## config.mk

```make
export PLATFORM = sky130hd
export DESIGN_NAME = vga_pattern_gen
export DESIGN_NICKNAME = d
export VERILOG_FILES = /design/src/rtl/vga_pattern_gen.sv
export SDC_FILE = /design/constraint.sdc
export NUM_CORES = 1
export LEC_CHECK = 0
export ABC_CLOCK_PERIOD_IN_PS = 2000
export CORE_ASPECT_RATIO = 1.5
export CORE_MARGIN = 2
export CORE_UTILIZATION = 40
export CTS_CLUSTER_DIAMETER = 40
export DETAILED_ROUTE_END_ITERATION = 6
export PLACE_DENSITY = 0.66
export SYNTH_ARGS = -nofsm -noshare
export SYNTH_HDL_FRONTEND = slang
export SYNTH_SLANG_ARGS = --single-unit
export TNS_END_PERCENT = 100
```

## constraint.sdc

```tcl
create_clock -name clk_pll -period 2 [get_ports clk_pll]
set_input_delay 0.6 -clock clk_pll [delete_from_list [all_inputs] [get_ports clk_pll]]
set_output_delay 0.6 -clock clk_pll [all_outputs]
set_load 0.02 [all_outputs]
```

## src/rtl/vga_pattern_gen.sv

```systemverilog
// vga_pattern_gen: parametrised VGA timing and RGB565 test-pattern generator.
// Ports:
//   clk_pll      pixel clock, all logic on its rising edge
//   rst_n        asynchronous active-low reset
//   mode_i[1:0]  pattern select, loaded only on the last pixel of a frame
//   HSYNC/VSYNC  syncs, asserted level set by H_SYNC_POL / V_SYNC_POL
//   DE           high during active video
//   frame_start  one-cycle pulse with pixel (0,0)
//   RED_OUT[4:0], GREEN_OUT[5:0], BLUE_OUT[4:0]  RGB565 pixel
// Optional feature: define VGA_SCROLL_EN to scroll the colour bars left one
// pixel per frame; without it the bars are static and no scroll logic exists.
module vga_pattern_gen #(
  parameter int unsigned H_PIXELS          = 640,
  parameter int unsigned H_FRONTPORCH      = 16,
  parameter int unsigned H_SYNCTIME        = 96,
  parameter int unsigned H_BACKPORCH       = 48,
  parameter int unsigned V_LINES           = 480,
  parameter int unsigned V_FRONTPORCH      = 10,
  parameter int unsigned V_SYNCTIME        = 2,
  parameter int unsigned V_BACKPORCH       = 33,
  parameter logic        H_SYNC_POL        = 1'b0,
  parameter logic        V_SYNC_POL        = 1'b0,
  parameter int unsigned NUMBER_OF_COLUMNS = 8,
  parameter int unsigned CHECKER_LOG2      = 5
) (
  input  logic       clk_pll,
  input  logic       rst_n,
  input  logic [1:0] mode_i,
  output logic       HSYNC,
  output logic       VSYNC,
  output logic       DE,
  output logic       frame_start,
  output logic [4:0] RED_OUT,
  output logic [5:0] GREEN_OUT,
  output logic [4:0] BLUE_OUT
);

  localparam int unsigned H_TOTAL  = H_PIXELS + H_FRONTPORCH + H_SYNCTIME + H_BACKPORCH;
  localparam int unsigned V_TOTAL  = V_LINES + V_FRONTPORCH + V_SYNCTIME + V_BACKPORCH;
  localparam int unsigned HW       = (H_TOTAL > 1) ? $clog2(H_TOTAL) : 1;
  localparam int unsigned VW       = (V_TOTAL > 1) ? $clog2(V_TOTAL) : 1;
  localparam int unsigned HS_START = H_PIXELS + H_FRONTPORCH;
  localparam int unsigned HS_END   = HS_START + H_SYNCTIME;
  localparam int unsigned VS_START = V_LINES + V_FRONTPORCH;
  localparam int unsigned VS_END   = VS_START + V_SYNCTIME;
  localparam int unsigned BW       = H_PIXELS / NUMBER_OF_COLUMNS;
  localparam int unsigned LAST_COL = NUMBER_OF_COLUMNS - 1;
  localparam int unsigned CW       = (NUMBER_OF_COLUMNS > 1) ? $clog2(NUMBER_OF_COLUMNS) : 1;
  localparam int unsigned PW       = (BW > 1) ? $clog2(BW) : 1;

  logic [HW-1:0] h_cnt_q, h_cnt_d;
  logic [VW-1:0] v_cnt_q, v_cnt_d;
  logic [7:0]    frame_cnt_q, frame_cnt_d;
  logic [1:0]    mode_q, mode_d;
  logic [CW-1:0] col_q, col_d;
  logic [PW-1:0] ph_q, ph_d;
  logic          hsync_q, hsync_d, vsync_q, vsync_d;
  logic          de_q, de_d, fs_q, fs_d;
  logic [4:0]    red_q, red_d, blue_q, blue_d;
  logic [5:0]    green_q, green_d;
  logic          line_end, frame_end, active;
  logic [2:0]    bar_idx;

`ifdef VGA_SCROLL_EN
  localparam int unsigned XW = (H_PIXELS > 1) ? $clog2(H_PIXELS) : 1;
  logic [XW-1:0] x_q, x_d, st_x_q, st_x_d;
  logic [CW-1:0] st_col_q, st_col_d;
  logic [PW-1:0] st_ph_q, st_ph_d;

  // Effective-x advance, wrapping at the end of the active width.
  function automatic logic [XW-1:0] x_step(input logic [XW-1:0] x);
    return (32'(x) == H_PIXELS - 1) ? '0 : x + XW'(1);
  endfunction
`endif

  // Bar-phase advance: phase wraps every BW pixels, column saturates at the last bar.
  function automatic logic [PW-1:0] ph_step(input logic [PW-1:0] ph);
    return (32'(ph) == BW - 1) ? '0 : ph + PW'(1);
  endfunction

  function automatic logic [CW-1:0] col_step(input logic [CW-1:0] col,
                                             input logic [PW-1:0] ph);
    return ((32'(ph) == BW - 1) && (32'(col) != LAST_COL)) ? col + CW'(1) : col;
  endfunction

  // Next-state: raster counters, frame counter, mode, bar tracking and pixel outputs.
  always_comb begin
    h_cnt_d     = h_cnt_q + HW'(1);
    v_cnt_d     = v_cnt_q;
    frame_cnt_d = frame_cnt_q;
    mode_d      = mode_q;
    line_end    = (32'(h_cnt_q) == H_TOTAL - 1);
    frame_end   = line_end && (32'(v_cnt_q) == V_TOTAL - 1);

    if (line_end) begin
      h_cnt_d = '0;
      v_cnt_d = frame_end ? '0 : v_cnt_q + VW'(1);
    end
    if (frame_end) begin
      frame_cnt_d = frame_cnt_q + 8'd1;
      mode_d      = mode_i;
    end

`ifdef VGA_SCROLL_EN
    st_x_d   = st_x_q;
    st_col_d = st_col_q;
    st_ph_d  = st_ph_q;
    x_d      = x_step(x_q);
    col_d    = col_step(col_q, ph_q);
    ph_d     = ph_step(ph_q);
    if (32'(x_q) == H_PIXELS - 1) begin
      col_d = '0;
      ph_d  = '0;
    end
    // Line start position moves one pixel per frame, back to 0 when frame_cnt wraps.
    if (frame_end) begin
      if (frame_cnt_d == 8'd0) begin
        st_x_d   = '0;
        st_col_d = '0;
        st_ph_d  = '0;
      end else begin
        st_x_d   = x_step(st_x_q);
        st_col_d = col_step(st_col_q, st_ph_q);
        st_ph_d  = ph_step(st_ph_q);
        if (32'(st_x_q) == H_PIXELS - 1) begin
          st_col_d = '0;
          st_ph_d  = '0;
        end
      end
      x_d   = st_x_d;
      col_d = st_col_d;
      ph_d  = st_ph_d;
    end else if (line_end) begin
      x_d   = st_x_q;
      col_d = st_col_q;
      ph_d  = st_ph_q;
    end
`else
    col_d = col_step(col_q, ph_q);
    ph_d  = ph_step(ph_q);
    if (line_end) begin
      col_d = '0;
      ph_d  = '0;
    end
`endif

    active  = (32'(h_cnt_q) < H_PIXELS) && (32'(v_cnt_q) < V_LINES);
    hsync_d = ((32'(h_cnt_q) >= HS_START) && (32'(h_cnt_q) < HS_END)) ? H_SYNC_POL : ~H_SYNC_POL;
    vsync_d = ((32'(v_cnt_q) >= VS_START) && (32'(v_cnt_q) < VS_END)) ? V_SYNC_POL : ~V_SYNC_POL;
    de_d    = active;
    fs_d    = (h_cnt_q == '0) && (v_cnt_q == '0);
    bar_idx = 3'(col_q);
    red_d   = '0;
    green_d = '0;
    blue_d  = '0;

    if (active) begin
      case (mode_q)
        // Bar colours white..black: each channel is one inverted index bit.
        2'd0: begin
          red_d   = {5{~bar_idx[1]}};
          green_d = {6{~bar_idx[2]}};
          blue_d  = {5{~bar_idx[0]}};
        end
        2'd1: begin
          if (1'(h_cnt_q >> CHECKER_LOG2) ^ 1'(v_cnt_q >> CHECKER_LOG2)) begin
            red_d   = 5'd31;
            green_d = 6'd63;
            blue_d  = 5'd31;
          end
        end
        2'd2: begin
          red_d   = 5'(h_cnt_q >> 4);
          green_d = 6'(h_cnt_q >> 3);
          blue_d  = 5'(h_cnt_q >> 4);
        end
        default: begin
          red_d   = frame_cnt_q[7:3];
          green_d = frame_cnt_q[7:2];
          blue_d  = ~frame_cnt_q[7:3];
        end
      endcase
    end
  end

  // State and output registers.
  always_ff @(posedge clk_pll or negedge rst_n) begin
    if (!rst_n) begin
      h_cnt_q     <= '0;
      v_cnt_q     <= '0;
      frame_cnt_q <= '0;
      mode_q      <= '0;
      col_q       <= '0;
      ph_q        <= '0;
      hsync_q     <= ~H_SYNC_POL;
      vsync_q     <= ~V_SYNC_POL;
      de_q        <= 1'b0;
      fs_q        <= 1'b0;
      red_q       <= '0;
      green_q     <= '0;
      blue_q      <= '0;
`ifdef VGA_SCROLL_EN
      x_q         <= '0;
      st_x_q      <= '0;
      st_col_q    <= '0;
      st_ph_q     <= '0;
`endif
    end else begin
      h_cnt_q     <= h_cnt_d;
      v_cnt_q     <= v_cnt_d;
      frame_cnt_q <= frame_cnt_d;
      mode_q      <= mode_d;
      col_q       <= col_d;
      ph_q        <= ph_d;
      hsync_q     <= hsync_d;
      vsync_q     <= vsync_d;
      de_q        <= de_d;
      fs_q        <= fs_d;
      red_q       <= red_d;
      green_q     <= green_d;
      blue_q      <= blue_d;
`ifdef VGA_SCROLL_EN
      x_q         <= x_d;
      st_x_q      <= st_x_d;
      st_col_q    <= st_col_d;
      st_ph_q     <= st_ph_d;
`endif
    end
  end

  assign HSYNC       = hsync_q;
  assign VSYNC       = vsync_q;
  assign DE          = de_q;
  assign frame_start = fs_q;
  assign RED_OUT     = red_q;
  assign GREEN_OUT   = green_q;
  assign BLUE_OUT    = blue_q;

endmodule

```

Yosys cells after proc, flatten, opt, wreduce, memory -nomap -nowiden
Cells that the tools add are included.
{"block": "op_classes", "n_addsub": 5, "order_cmp": 6, "n_eq_ne": 6, "n_mux": 16, "bitwise_logic": 5, "reduce_logical": 10}
{"op": "one-hot mux 5 bit (3 select lines)", "count": 2}
{"op": "adder 10 x 1 -> 10 bit, second input constant", "count": 2}
{"op": "== test 10 bit, second input constant", "count": 2}
{"op": "logical NOT 10 bit", "count": 2}
{"op": "< comparator 10 bit, second input constant", "count": 2}
{"op": "< comparator 10 x 9 -> 1 bit, second input constant", "count": 2}
{"op": "two-way mux 10 bit", "count": 2}
{"op": "one-hot mux 6 bit (3 select lines)", "count": 1}
{"op": "two-way mux 5 bit", "count": 3}
{"op": "two-way mux 7 bit", "count": 2}
{"op": "two-way mux 6 bit", "count": 2}
{"op": "greater-or-equal comparator 10 bit, second input constant", "count": 1}
{"op": "greater-or-equal comparator 10 x 9 -> 1 bit, second input constant", "count": 1}
{"op": "adder 8 x 1 -> 8 bit, second input constant", "count": 1}
{"op": "adder 7 x 1 -> 7 bit, second input constant", "count": 1}
{"op": "== test 7 bit, second input constant", "count": 1}
{"op": "logical AND 1 bit", "count": 6}
{"op": "two-way mux 3 bit", "count": 2}
{"op": "inverter 5 bit", "count": 1}
{"op": "adder 3 x 1 -> 3 bit, second input constant", "count": 1}
{"op": "!= test 3 bit, second input constant", "count": 1}
{"op": "inverter 1 bit", "count": 3}
{"op": "== test 2 x 1 -> 1 bit, second input constant", "count": 1}
{"op": "== test 2 bit, second input constant", "count": 1}
{"op": "other kinds (4)", "count": 5}
{"block": "totals", "reg_bits": 60, "inputBits": 4, "output_inout_bits": 20, "elab_cells": 61}

Longest topological paths before layout
{"block": "depth", "ltp_word": 4, "mapped_depth": 6, "depth_no_buf": 5}

Worst setup path before layout
OpenSTA, ideal clock, no wires.
{"block": "synth_path", "kind": "register to register", "startpoint": "register h_cnt_q[0]", "endpoint": "register mode_q[0]", "setup_ps": 125, "arrival_time_ps": 1874, "required_time_ps": 1875, "slack_ps": 1, "path_stages_with_launch": 7, "n_path_buf": 1, "period_less_slack_ps": 1999, "cell_sequence": "dfrtp_1 ha_1 nand3_1 or4_4 buf_6 nor2_4 mux2_2"}
{"block": "synth_via", "elab_chain_len": 2}
{"item": "start, declared", "line_no": "51", "text": "logic [HW-1:0] h_cnt_q, h_cnt_d;"}
{"item": "start signal, assigned", "line_no": "209", "text": "h_cnt_q <= h_cnt_d;"}
{"item": "== test 10 bit", "line_no": "92", "text": "line_end = (32'(h_cnt_q) == H_TOTAL - 1);"}
{"item": "logical AND 1 bit", "line_no": "93", "text": "frame_end = line_end && (32'(v_cnt_q) == V_TOTAL - 1);"}
{"item": "end signal, assigned", "line_no": "212", "text": "mode_q <= mode_d;"}
{"item": "end, declared", "line_no": "54", "text": "logic [1:0] mode_q, mode_d;"}
No other way between the ends.
A chain may end at the register's enable or synchronous reset.

Final worst setup path
{"block": "layout_path", "startpoint": "register h_cnt_q[5]", "endpoint": "register mode_q[1]"}
The elaborated chain is that of the path after synthesis.

==> flow_summary.json <==
{
  "ys_warn_count": 0,
  "critPathRequiredTime_ps": 2230,
  "fin_skew_ps": 6.75,
  "min_path_type": "in -> async",
  "numCtsBuffers": 9,
  "synth_cells": 265,
  "synth_seq_cells": 60,
  "start_util_pct": 41.2,
  "cp_max_fo": 8,
  "slew_violations": 0,
  "final.period_utilization_pct": 96.1,
  "stdcell_area_mm2": 0.00352,
  "clk_latency_ps": 340,
  "placed_cell_area_mm2": 0.00329,
  "p_per_area_mw_per_mm2": 703,
  "track_usage_pct": 17.2,
  "cts_buffer_depth": 2,
  "fin_nets": 330,
  "synth_area_mm2": 0.00280,
  "p_leak_uw": 0.00151,
  "dieArea_mm2": 0.00771,
  "grt_pass1_wl_um": 10000,
  "row_count": 37,
  "drc": 0,
  "crit_arrival_ps": 2160,
  "fin_cells": 401,
  "critPathKind": "reg -> reg",
  "grt_max_degree": 61,
  "peakVddDrop_mv": 0.307,
  "drive_gt1_share_pct": 18.6,
  "syn_area_per_cell_um2": 10.6,
  "core_region_area_mm2": 0.00681,
  "die_w_um": 72.3,
  "overflow": 0,
  "reg2reg_depth": 4,
  "cap_viol_max_count": 0,
  "cts_tree": "yes",
  "fmax_mhz": 520,
  "seq_area_frac_synth_pct": 53.7,
  "htree_levels": 3,
  "io_pins": 24,
  "max_slew.worst_pin.slew_ps": 812,
  "cts_hold_buf": 0,
  "dpl.cell_count": 384,
  "grt_pass1_vias": 2158,
  "finalSetupViolations": 0,
  "ys.flop_type": "dfrtp_1",
  "cp-end-kind": "flop",
  "vias_per_cell": 5.23,
  "routedWlPerCell_um": 14.6,
  "status": "finished clean",
  "synthArstFlopShare_pct": 100,
  "clock_sinks": 60,
  "drtIter0Drc": 88,
  "ant_nets": 0,
  "antenna_found_initial": 0,
  "synth_edf_count": 0,
  "areaGrowthSynthToFinish_pct": 25.7,
  "fin_crit_ps": 1920,
  "synth_nets": 277,
  "gp_congestion": 0.800,
  "vias": 2096,
  "dieHeight_um": 107,
  "ys_types": 36,
  "root_buffer": "clkbuf_8",
  "clk_pin_slew_ps": 70,
  "port_buffers": 23,
  "routed_wl_um": 5850,
  "whs_ps": 243,
  "drtPass1Iterations": 4,
  "relSlewSlack_pct": 45.2,
  "final_hold_viol_count": 0,
  "n_antenna_cell": 0,
  "dp_hpwl_um": 4120,
  "worst_setup_path_start_kind": "flop"
}
[cells in the mapped netlist, types with 4 or more instances]
cell	number	share of area, %
a21oi_1	19	3.4
xnor2_1	14	4.4
nor4_1	4	0.89
inv_1	19	2.5
ha_1	8	3.6
nand4_1	6	1.3
o211ai_1	8	2.1
nor3_1	6	1.1
nor2_1	17	2.3
clkbuf_1	7	0.94
nand3_1	15	2.7
nand2_1	22	2.9
mux2_2	4	1.6
o21ai_0	15	2.7
dfrtp_1	58	52
xor2_1	10	3.1
[routing by layer]
layer  vias to the layer above  track usage, %  routed length (um)  share of wire (%)
met5                         -               0                   0                  0
met4                         0            8.89                 121                2.1
met3                         8            3.41                 172                2.9
met2                        30            29.2                3130                 54
met1                      1034            19.9                2420                 41
li1                       1024               -                   -                  -
[worst max-delay path, cell delays in order (launching register included)]
cell and delay (ps):
dfrtp_1 380, nand4bb_4 250, or4_4 630, nor2_4 200, mux2_2 360
[area by class of cell]
| class | instances | area (um2) |
|---|---|---|
| inverters | 19 | 71.3 |
| well taps | 78 | 97.6 |
| multi-input cells | 176 | 1170 |
| flip-flops and latches | 60 | 1500 |
| clock inverters | 6 | 86.3 |
| clock buffers | 10 | 138 |
| repair buffers | 52 | 453 |
| fillers | 628 | 3280 |
[per-stage QoR]
step	worst slack, ps	utilization, %	setup TNS (ps)	total power [uW]
after global placement	89.0	48.4	0	1270
after global routing	-1.17	51.8	-2.05	2550
final	77.8	51.8	0	2480
after CTS	29.3	51.7	0	2500
after detailed placement	32.2	48.4	0	1270
after floorplan	1.29	-	0	1240
[cell families after synthesis]
kind of cell	count (synthesis)	synth area share, %
xor gates and xnor gates	24	7.50
buffers and inverters	29	4.46
AOI/OAI and AO/OA	45	9.15
and+or+nand+nor	92	19.0
muxes	7	2.68
adders and majority gates	8	3.57
DFF	60	53.7
[placed cells by master (no fill, tap or decap), types with 6 or more instances in the layout]
cell type and instances:
a21oi_1 19, buf_4 28, clkbuf_8 10, clkdlybuf4s50_1 20, dfrtp_1 58, ha_1 8, inv_1 19, nand2_1 22
nand3_1 15, nand4_1 6, nor2_1 17, nor3_1 6, o211ai_1 8, o21ai_0 15, xnor2_1 14, xor2_1 10
[timing repair]
action | 4_1_cts | 5_1_grt
pin swaps | 0 | 2
gates resized for setup | 2 | 0
buffers inserted | 0 | 1
setup endpoints to repair | 2 | 9
[path summary, 6_finish.rpt]
path	startpoint	end	slack, ps
max	h_cnt_q[5]	mode_q[1]	80
min reg2reg	ph_q[0]	ph_q[0]	450
max reg2reg	h_cnt_q[5]	mode_q[1]	80
min	rst_n	v_cnt_q[6]	240
max in group asynchronous	rst_n	HSYNC	1440
min in group clk_pll	ph_q[0]	ph_q[0]	450
[sequential cells by signal (all words and copies together), names as in the netlist, 2 cells and up]
| register | count |
|---|---|
| v_cnt_q | 10 |
| RED_OUT | 5 |
| ph_q | 7 |
| bar_idx | 3 |
| frame_cnt_q | 8 |
| h_cnt_q | 10 |
| BLUE_OUT | 5 |
| GREEN_OUT | 6 |
| mode_q | 2 |
[power breakdown]
part / total, uW / switching [uW] / internal (uW) / leakage [uW]
clock network: 1230 / 496 / 735 / 0.000113
logic: 31.9 / 23.7 / 8.25 / 0.000687
registers: 1210 / 0 / 1210 / 0.000714
Note: power is estimated with default switching activity, not from simulation.
